### src/rtl/dual_ad_capture_ctrl_if.sv
// Ready/valid sample stream from the dual ADC capture sequencer.
// Carries one channel beat per transfer, with channel id, OTR and last flags.
interface dual_ad_capture_ctrl_if #(
   parameter int DW = 10
);
   logic          m_valid;
   logic          m_ready;
   logic [DW-1:0] m_data;
   logic          m_ch;
   logic          m_otr;
   logic          m_last;

   modport master (
      output m_valid, m_data, m_ch, m_otr, m_last,
      input  m_ready
   );

   modport slave (
      input  m_valid, m_data, m_ch, m_otr, m_last,
      output m_ready
   );
endinterface

### src/rtl/dual_ad_capture_ctrl.sv
// Dual ADC trigger/capture sequencer: arm, trigger, decimated pair capture, serialised stream.
// Optional macro DUAL_AD_OTR_CLAMP_EN clamps out-of-range samples to full scale.
module dual_ad_capture_ctrl #(
   parameter int DW    = 10,
   parameter int DECIM = 4,
   parameter int LEN_W = 16
) (
   input  logic             sys_clk,
   input  logic             sys_rst_n,
   input  logic [DW-1:0]    ad_data_1,
   input  logic [DW-1:0]    ad_data_2,
   input  logic             ad_otr_1,
   input  logic             ad_otr_2,
   input  logic             arm,
   input  logic             abort,
   input  logic             trig_sel,
   input  logic [1:0]       trig_mode,
   input  logic [DW-1:0]    trig_level,
   input  logic [LEN_W-1:0] cap_len,
   output logic             busy,
   output logic             armed,
   output logic             done,
   output logic             overrun,
   dual_ad_capture_ctrl_if.master m_if
);
   localparam int DCW = $clog2(DECIM);

   typedef enum logic [1:0] {
      S_IDLE,
      S_ARM,
      S_CAP,
      S_DRAIN
   } state_t;

   state_t           r_state;
   logic [DW-1:0]    r_d1, r_d2, r_d1_p, r_d2_p;
   logic             r_o1, r_o2;
   logic             r_sel;
   logic [1:0]       r_mode;
   logic [DW-1:0]    r_level;
   logic [LEN_W-1:0] r_len, r_cnt;
   logic [DCW-1:0]   r_dec;
   logic             r_valid, r_ch, r_otr, r_last;
   logic [DW-1:0]    r_data, r_h2;
   logic             r_h2_otr, r_h2_last;
   logic             r_done, r_ovr;

   logic [DW-1:0]    w_cur, w_prev, w_s1, w_s2;
   logic             w_rise, w_fall, w_trig;
   logic             w_acc, w_free, w_tick, w_load;
   logic             w_final, w_ovr_hit;
   logic [LEN_W-1:0] w_cnt_nx;

   assign w_cur  = r_sel ? r_d2 : r_d1;
   assign w_prev = r_sel ? r_d2_p : r_d1_p;
   assign w_rise = (w_prev < r_level) && (w_cur >= r_level);
   assign w_fall = (w_prev >= r_level) && (w_cur < r_level);

   always_comb begin
      w_trig = 1'b0;
      unique case (r_mode)
         2'b00:   w_trig = 1'b1;
         2'b01:   w_trig = w_rise;
         2'b10:   w_trig = w_fall;
         default: w_trig = w_rise | w_fall;
      endcase
   end

`ifdef DUAL_AD_OTR_CLAMP_EN
   assign w_s1 = r_o1 ? {DW{r_d1[DW-1]}} : r_d1;
   assign w_s2 = r_o2 ? {DW{r_d2[DW-1]}} : r_d2;
`else
   assign w_s1 = r_d1;
   assign w_s2 = r_d2;
`endif

   // Holding register is free when empty or its ch2 beat leaves this cycle
   assign w_acc     = r_valid && m_if.m_ready;
   assign w_free    = !r_valid || (w_acc && r_ch);
   assign w_tick    = (r_state == S_CAP) && (r_dec == DCW'(DECIM - 1));
   assign w_load    = ((r_state == S_ARM) && w_trig) || (w_tick && w_free);
   assign w_cnt_nx  = (r_state == S_ARM) ? LEN_W'(1) : r_cnt + 1'b1;
   assign w_final   = (w_cnt_nx == r_len);
   assign w_ovr_hit = w_tick && !w_free;

   always_ff @(posedge sys_clk or negedge sys_rst_n) begin
      if (!sys_rst_n) begin
         r_state   <= S_IDLE;
         r_d1      <= '0;
         r_d2      <= '0;
         r_d1_p    <= '0;
         r_d2_p    <= '0;
         r_o1      <= 1'b0;
         r_o2      <= 1'b0;
         r_sel     <= 1'b0;
         r_mode    <= 2'b00;
         r_level   <= '0;
         r_len     <= '0;
         r_cnt     <= '0;
         r_dec     <= '0;
         r_valid   <= 1'b0;
         r_ch      <= 1'b0;
         r_otr     <= 1'b0;
         r_last    <= 1'b0;
         r_data    <= '0;
         r_h2      <= '0;
         r_h2_otr  <= 1'b0;
         r_h2_last <= 1'b0;
         r_done    <= 1'b0;
         r_ovr     <= 1'b0;
      end else begin
         r_d1   <= ad_data_1;
         r_d2   <= ad_data_2;
         r_o1   <= ad_otr_1;
         r_o2   <= ad_otr_2;
         r_d1_p <= r_d1;
         r_d2_p <= r_d2;
         r_done <= 1'b0;
         if (abort) begin
            r_state <= S_IDLE;
            r_valid <= 1'b0;
            r_ch    <= 1'b0;
            r_last  <= 1'b0;
            r_cnt   <= '0;
            r_dec   <= '0;
         end else begin
            if (w_load) begin
               r_valid   <= 1'b1;
               r_data    <= w_s1;
               r_ch      <= 1'b0;
               r_otr     <= r_o1;
               r_last    <= 1'b0;
               r_h2      <= w_s2;
               r_h2_otr  <= r_o2;
               r_h2_last <= w_final;
               r_cnt     <= w_cnt_nx;
            end else if (w_acc) begin
               if (!r_ch) begin
                  r_ch   <= 1'b1;
                  r_data <= r_h2;
                  r_otr  <= r_h2_otr;
                  r_last <= r_h2_last;
               end else begin
                  r_valid <= 1'b0;
                  r_ch    <= 1'b0;
                  r_last  <= 1'b0;
               end
            end
            if (w_ovr_hit) r_ovr <= 1'b1;
            unique case (r_state)
               S_IDLE: begin
                  if (arm) begin
                     r_sel   <= trig_sel;
                     r_mode  <= trig_mode;
                     r_level <= trig_level;
                     r_len   <= (cap_len == '0) ? LEN_W'(1) : cap_len;
                     r_cnt   <= '0;
                     r_ovr   <= 1'b0;
                     r_state <= S_ARM;
                  end
               end
               S_ARM: begin
                  if (w_trig) begin
                     r_dec   <= '0;
                     r_state <= w_final ? S_DRAIN : S_CAP;
                  end
               end
               S_CAP: begin
                  r_dec <= w_tick ? '0 : r_dec + 1'b1;
                  if (w_load && w_final) r_state <= S_DRAIN;
               end
               S_DRAIN: begin
                  if (w_acc && r_ch && r_last) begin
                     r_state <= S_IDLE;
                     r_done  <= 1'b1;
                     r_cnt   <= '0;
                  end
               end
               default: r_state <= S_IDLE;
            endcase
         end
      end
   end

   assign busy    = (r_state != S_IDLE);
   assign armed   = (r_state == S_ARM);
   assign done    = r_done;
   assign overrun = r_ovr;

   assign m_if.m_valid = r_valid;
   assign m_if.m_data  = r_data;
   assign m_if.m_ch    = r_ch;
   assign m_if.m_otr   = r_otr;
   assign m_if.m_last  = r_last;
endmodule

### src/flat_wrapper.sv
// flat-port wrapper written by rule: the top's interface ports become plain ports
module dual_ad_capture_ctrl_flat 
#(
   parameter int DW    = 10,
   parameter int DECIM = 4,
   parameter int LEN_W = 16
)
  (sys_clk, sys_rst_n, ad_data_1, ad_data_2, ad_otr_1, ad_otr_2, arm, abort, trig_sel, trig_mode, trig_level, cap_len, busy, armed, done, overrun, m_if_m_valid, m_if_m_data, m_if_m_ch, m_if_m_otr, m_if_m_last, m_if_m_ready);
  dual_ad_capture_ctrl_if #(.DW(DW)) m_if_i ();
  input  logic sys_clk;
  input  logic sys_rst_n;
  input  logic [DW-1:0] ad_data_1;
  input  logic [DW-1:0] ad_data_2;
  input  logic ad_otr_1;
  input  logic ad_otr_2;
  input  logic arm;
  input  logic abort;
  input  logic trig_sel;
  input  logic [1:0] trig_mode;
  input  logic [DW-1:0] trig_level;
  input  logic [LEN_W-1:0] cap_len;
  output logic busy;
  output logic armed;
  output logic done;
  output logic overrun;
  output wire logic [$bits(m_if_i.m_valid)-1:0] m_if_m_valid;
  output wire logic [$bits(m_if_i.m_data)-1:0] m_if_m_data;
  output wire logic [$bits(m_if_i.m_ch)-1:0] m_if_m_ch;
  output wire logic [$bits(m_if_i.m_otr)-1:0] m_if_m_otr;
  output wire logic [$bits(m_if_i.m_last)-1:0] m_if_m_last;
  input wire logic [$bits(m_if_i.m_ready)-1:0] m_if_m_ready;
  assign m_if_m_valid = m_if_i.m_valid;
  assign m_if_m_data = m_if_i.m_data;
  assign m_if_m_ch = m_if_i.m_ch;
  assign m_if_m_otr = m_if_i.m_otr;
  assign m_if_m_last = m_if_i.m_last;
  assign m_if_i.m_ready = m_if_m_ready;
  dual_ad_capture_ctrl #(.DW(DW), .DECIM(DECIM), .LEN_W(LEN_W)) u_core (.sys_clk(sys_clk), .sys_rst_n(sys_rst_n), .ad_data_1(ad_data_1), .ad_data_2(ad_data_2), .ad_otr_1(ad_otr_1), .ad_otr_2(ad_otr_2), .arm(arm), .abort(abort), .trig_sel(trig_sel), .trig_mode(trig_mode), .trig_level(trig_level), .cap_len(cap_len), .busy(busy), .armed(armed), .done(done), .overrun(overrun), .m_if(m_if_i));
endmodule
### config.mk
export PLATFORM = sky130hd
export DESIGN_NAME = dual_ad_capture_ctrl_flat
export DESIGN_NICKNAME = d
export VERILOG_FILES = /design/src/rtl/dual_ad_capture_ctrl_if.sv /design/src/rtl/dual_ad_capture_ctrl.sv /design/src/flat_wrapper.sv
export SDC_FILE = /design/constraint.sdc
export NUM_CORES = 1
export LEC_CHECK = 0
export BUFFER_PORTS_ARGS = -buffer_cell sky130_fd_sc_hd__buf_4
export CORE_MARGIN = 2
export CORE_UTILIZATION = 36
export DETAILED_ROUTE_END_ITERATION = 12
export SLEW_MARGIN = 10
export SYNTH_ARGS = -nofsm -noshare
export SYNTH_HDL_FRONTEND = slang
export SYNTH_SLANG_ARGS = --single-unit
export TNS_END_PERCENT = 5
### constraint.sdc
create_clock -name sys_clk -period 4.1 [get_ports sys_clk]
set_clock_uncertainty 0.1 [all_clocks]
set_input_delay 0.615 -clock sys_clk [delete_from_list [all_inputs] [get_ports sys_clk]]
set_output_delay 0.615 -clock sys_clk [all_outputs]
set_load 0.02 [all_outputs]
==> results.ini <==
[timing]
fmax_mhz=262
worst_pin_slew_ns=0.844
slew_headroom_pct=43.6
setup_violations=0
setup_slack_ns=0.281
final-hold-violation-count=0
tns_ns=0
rsz0062_at_grt=no
min_period_ns=3.82
slew_viol_final=0
fin_crit_sh_pct=93.2

[global_route]
grtUsageTotal_pct=18.8
grt_pass1_vias=5007
grt_pass1_wl_mm=27.0
grt_start_max_net_pins=66
grt_overflow=0
antenna_found_initial=0

[placed_design]
port_buffers=73
pre_cts_slack_ns=0.309
gp_congestion=0.889
hpwl_mm=12.0
placed_area_um2=7190
dpl.cell_count=864

[routing]
drtAntennaViolNets=0
drt-total-wl_mm=16.8
drtIter0Drc=358
via_count=5012
vias_per_cell=5.59
avgRoutedWirePerCell_um=18.8
drc=0
firstDrtPassIters=5

[critical_path]
path_max_fanout=13
max_stage_delay_ns=0.68
crit_slowest_cell=dfrtp_1
critPathTopFamily=compound AO/OA/AOI/OAI gates
critPathKind=reg -> reg
crit_required_ns=4.30
worst_ep_arrival_time_ns=4.02
critPathLaunchType=register
cp-end-kind=register
r2r_setup_slack_ns=0.28
cp_cell_sequence=buf_4 -> mux2_2 -> ha_1 -> nand4_1 -> or3b_1 -> a311oi_2 -> o21ai_1 -> a21oi_2 -> buf_4 -> mux2_2
path_buf_inv=2

[synth]
synth-edff-count=0
async_flop_share_pct=100
ys_ff_latch=119
ys_top_cells_by_area=dfrtp_1, mux2_2, ha_1
synth_cells=587
syn_nets=670
yosysWarnings=0
ys_seq_area_share_pct=46.5
synth.distinct_cells=75
syn_area_per_cell_um2=10.9
synth_top_area_cell=dfrtp_1
ys.flop_type=dfrtp_1
synth_top_area_share_pct=46.5
synth_area_um2=6400

[clocking]
cts-buffers-inserted=17
hold_buffers=0
clk_latency_ns=0.42
clockBufferDepth=2
clk_pin_slew_ns=0.06
post_cts_buffers=0
cts_tree=yes
ctsResizeCount=0
cts_num_sinks=119
htreeDepth=4
cts_root_buf=clkbuf_16

[layout]
fillCellCount=1600
areaGrowthSynthToFinish_pct=21.5
final_common_cell=dfrtp_1
layout.nets=741
final_area_um2=7780
fin_cells=896
final_cell_mix=dfrtp_1, buf_4, mux2_2
antennaDiodeCount=0
layout-drive-gt1-share_pct=28.5

[floorplan]
coreArea_um2=17400
fp.dieH_um=137
die_area_um2=18900
die_x_um=137
row_count=48
start_util_pct=36.9
ios=74

[pwr]
power_per_cell_area_nw_per_um2=678
irDropWorstVdd_v=0.000458
leakagePower_nw=3.42

[hold_path]
hold_class=in -> async

[flow_run]
drv_cap=0

[status]
status=completed

cells in the mapped netlist, drive strengths merged, types with 8 or more instances:
cell type,count
nor3,17
xnor2,8
a21oi,26
nand2,26
o21ai,12
inv,20
nor4bb,9
nor4,14
mux2i,11
mux2,58
ha,27
clkbuf,16
xor2,12
nor2,40
dfrtp,119
a221o,12
nand3,13
buf,19
a22oi,9
nand4,11
a31oi,8
cells by family after synthesis:
logic type	count (synthesis)	synth area share, %
and+or+nand+nor	180	16.5
DFF	119	46.5
AOI/OAI and AO/OA	116	13.3
muxes	69	11.9
buffers and inverters	56	3.75
adders and majority gates	27	5.28
xor gates and xnor gates	20	2.74
worst paths after layout:
check                               start          endpoint  cells after the start
max reg2reg                  u_core.r_sel    u_core.r_h2[1]                     10
min reg2reg                u_core.r_d2[4]  u_core.r_d2_p[4]                      0
max                          u_core.r_sel    u_core.r_h2[1]                     10
min in group sys_clk         ad_data_2[4]    u_core.r_d2[4]                      1
min                             sys_rst_n    u_core.r_d2[6]                      1
max in group asynchronous       sys_rst_n   u_core.r_cnt[3]                      2
layout make-up:
type,instances,area (µm²),share of cell area (%)
Multi-Input combinational cell,412,3180,40.9
Sequential cell,119,2980,38.3
Timing Repair Buffer,87,666,8.56
Clock buffer,19,443,5.69
Tap cell,225,282,3.62
Clock inverter,13,149,1.91
Inverter,21,78.8,1.01
through the flow:
| stage | utilization (%) | power (mW) | hold WS (ns) |
|---|---|---|---|
| 2_1_floorplan | - | 3.07 | 0.219 |
| 3_3_place_gp | 41.4 | 3.70 | 0.309 |
| 3_5_place_dp | 41.4 | 3.78 | 0.309 |
| 4_1_cts | 44.8 | 5.29 | 0.160 |
| 5_1_grt | 44.8 | 5.61 | 0.181 |
| 6_report | 44.8 | 5.27 | 0.135 |
routing by layer:
metal / part of all wire, % / GRT usage (%)
met4: 1.1 / 5.04
met2: 47 / 29.0
met1: 46 / 26.4
met5: 0 / 0
met3: 5.6 / 4.53
flip-flops by register name, indices dropped and copies added, names as in the netlist:
signal,cells
u_core.r_mode,2
u_core.r_dec,2
u_core.m_if.m_last,1
u_core.r_d1_p,10
u_core.m_if.m_ch,1
u_core.r_h2_last,1
u_core.r_level,10
u_core.m_if.m_valid,1
u_core.r_o1,1
u_core.m_if.m_otr,1
u_core.r_state,2
u_core.r_h2_otr,1
u_core.done,1
u_core.r_len,16
u_core.r_cnt,16
u_core.r_d1,10
u_core.overrun,1
u_core.r_h2,10
u_core.r_o2,1
u_core.m_if.m_data,10
u_core.r_d2_p,10
u_core.r_sel,1
u_core.r_d2,10
worst register-to-register path, stage by stage (launching register included):
cell and delay (ns):
dfrtp_1 0.68, buf_4 0.28, mux2_2 0.36, ha_1 0.30, nand4_1 0.18, or3b_1 0.44, a311oi_2 0.36, o21ai_1 0.19
a21oi_2 0.21, buf_4 0.23, mux2_2 0.35
where the power goes:
part / switching, mW / internal (mW)
clock: 0.576 / 0.918
sequential: 0.271 / 1.47
combinational: 1.10 / 0.932
total: 1.95 / 3.32
(Power assumes the default switching activity.)
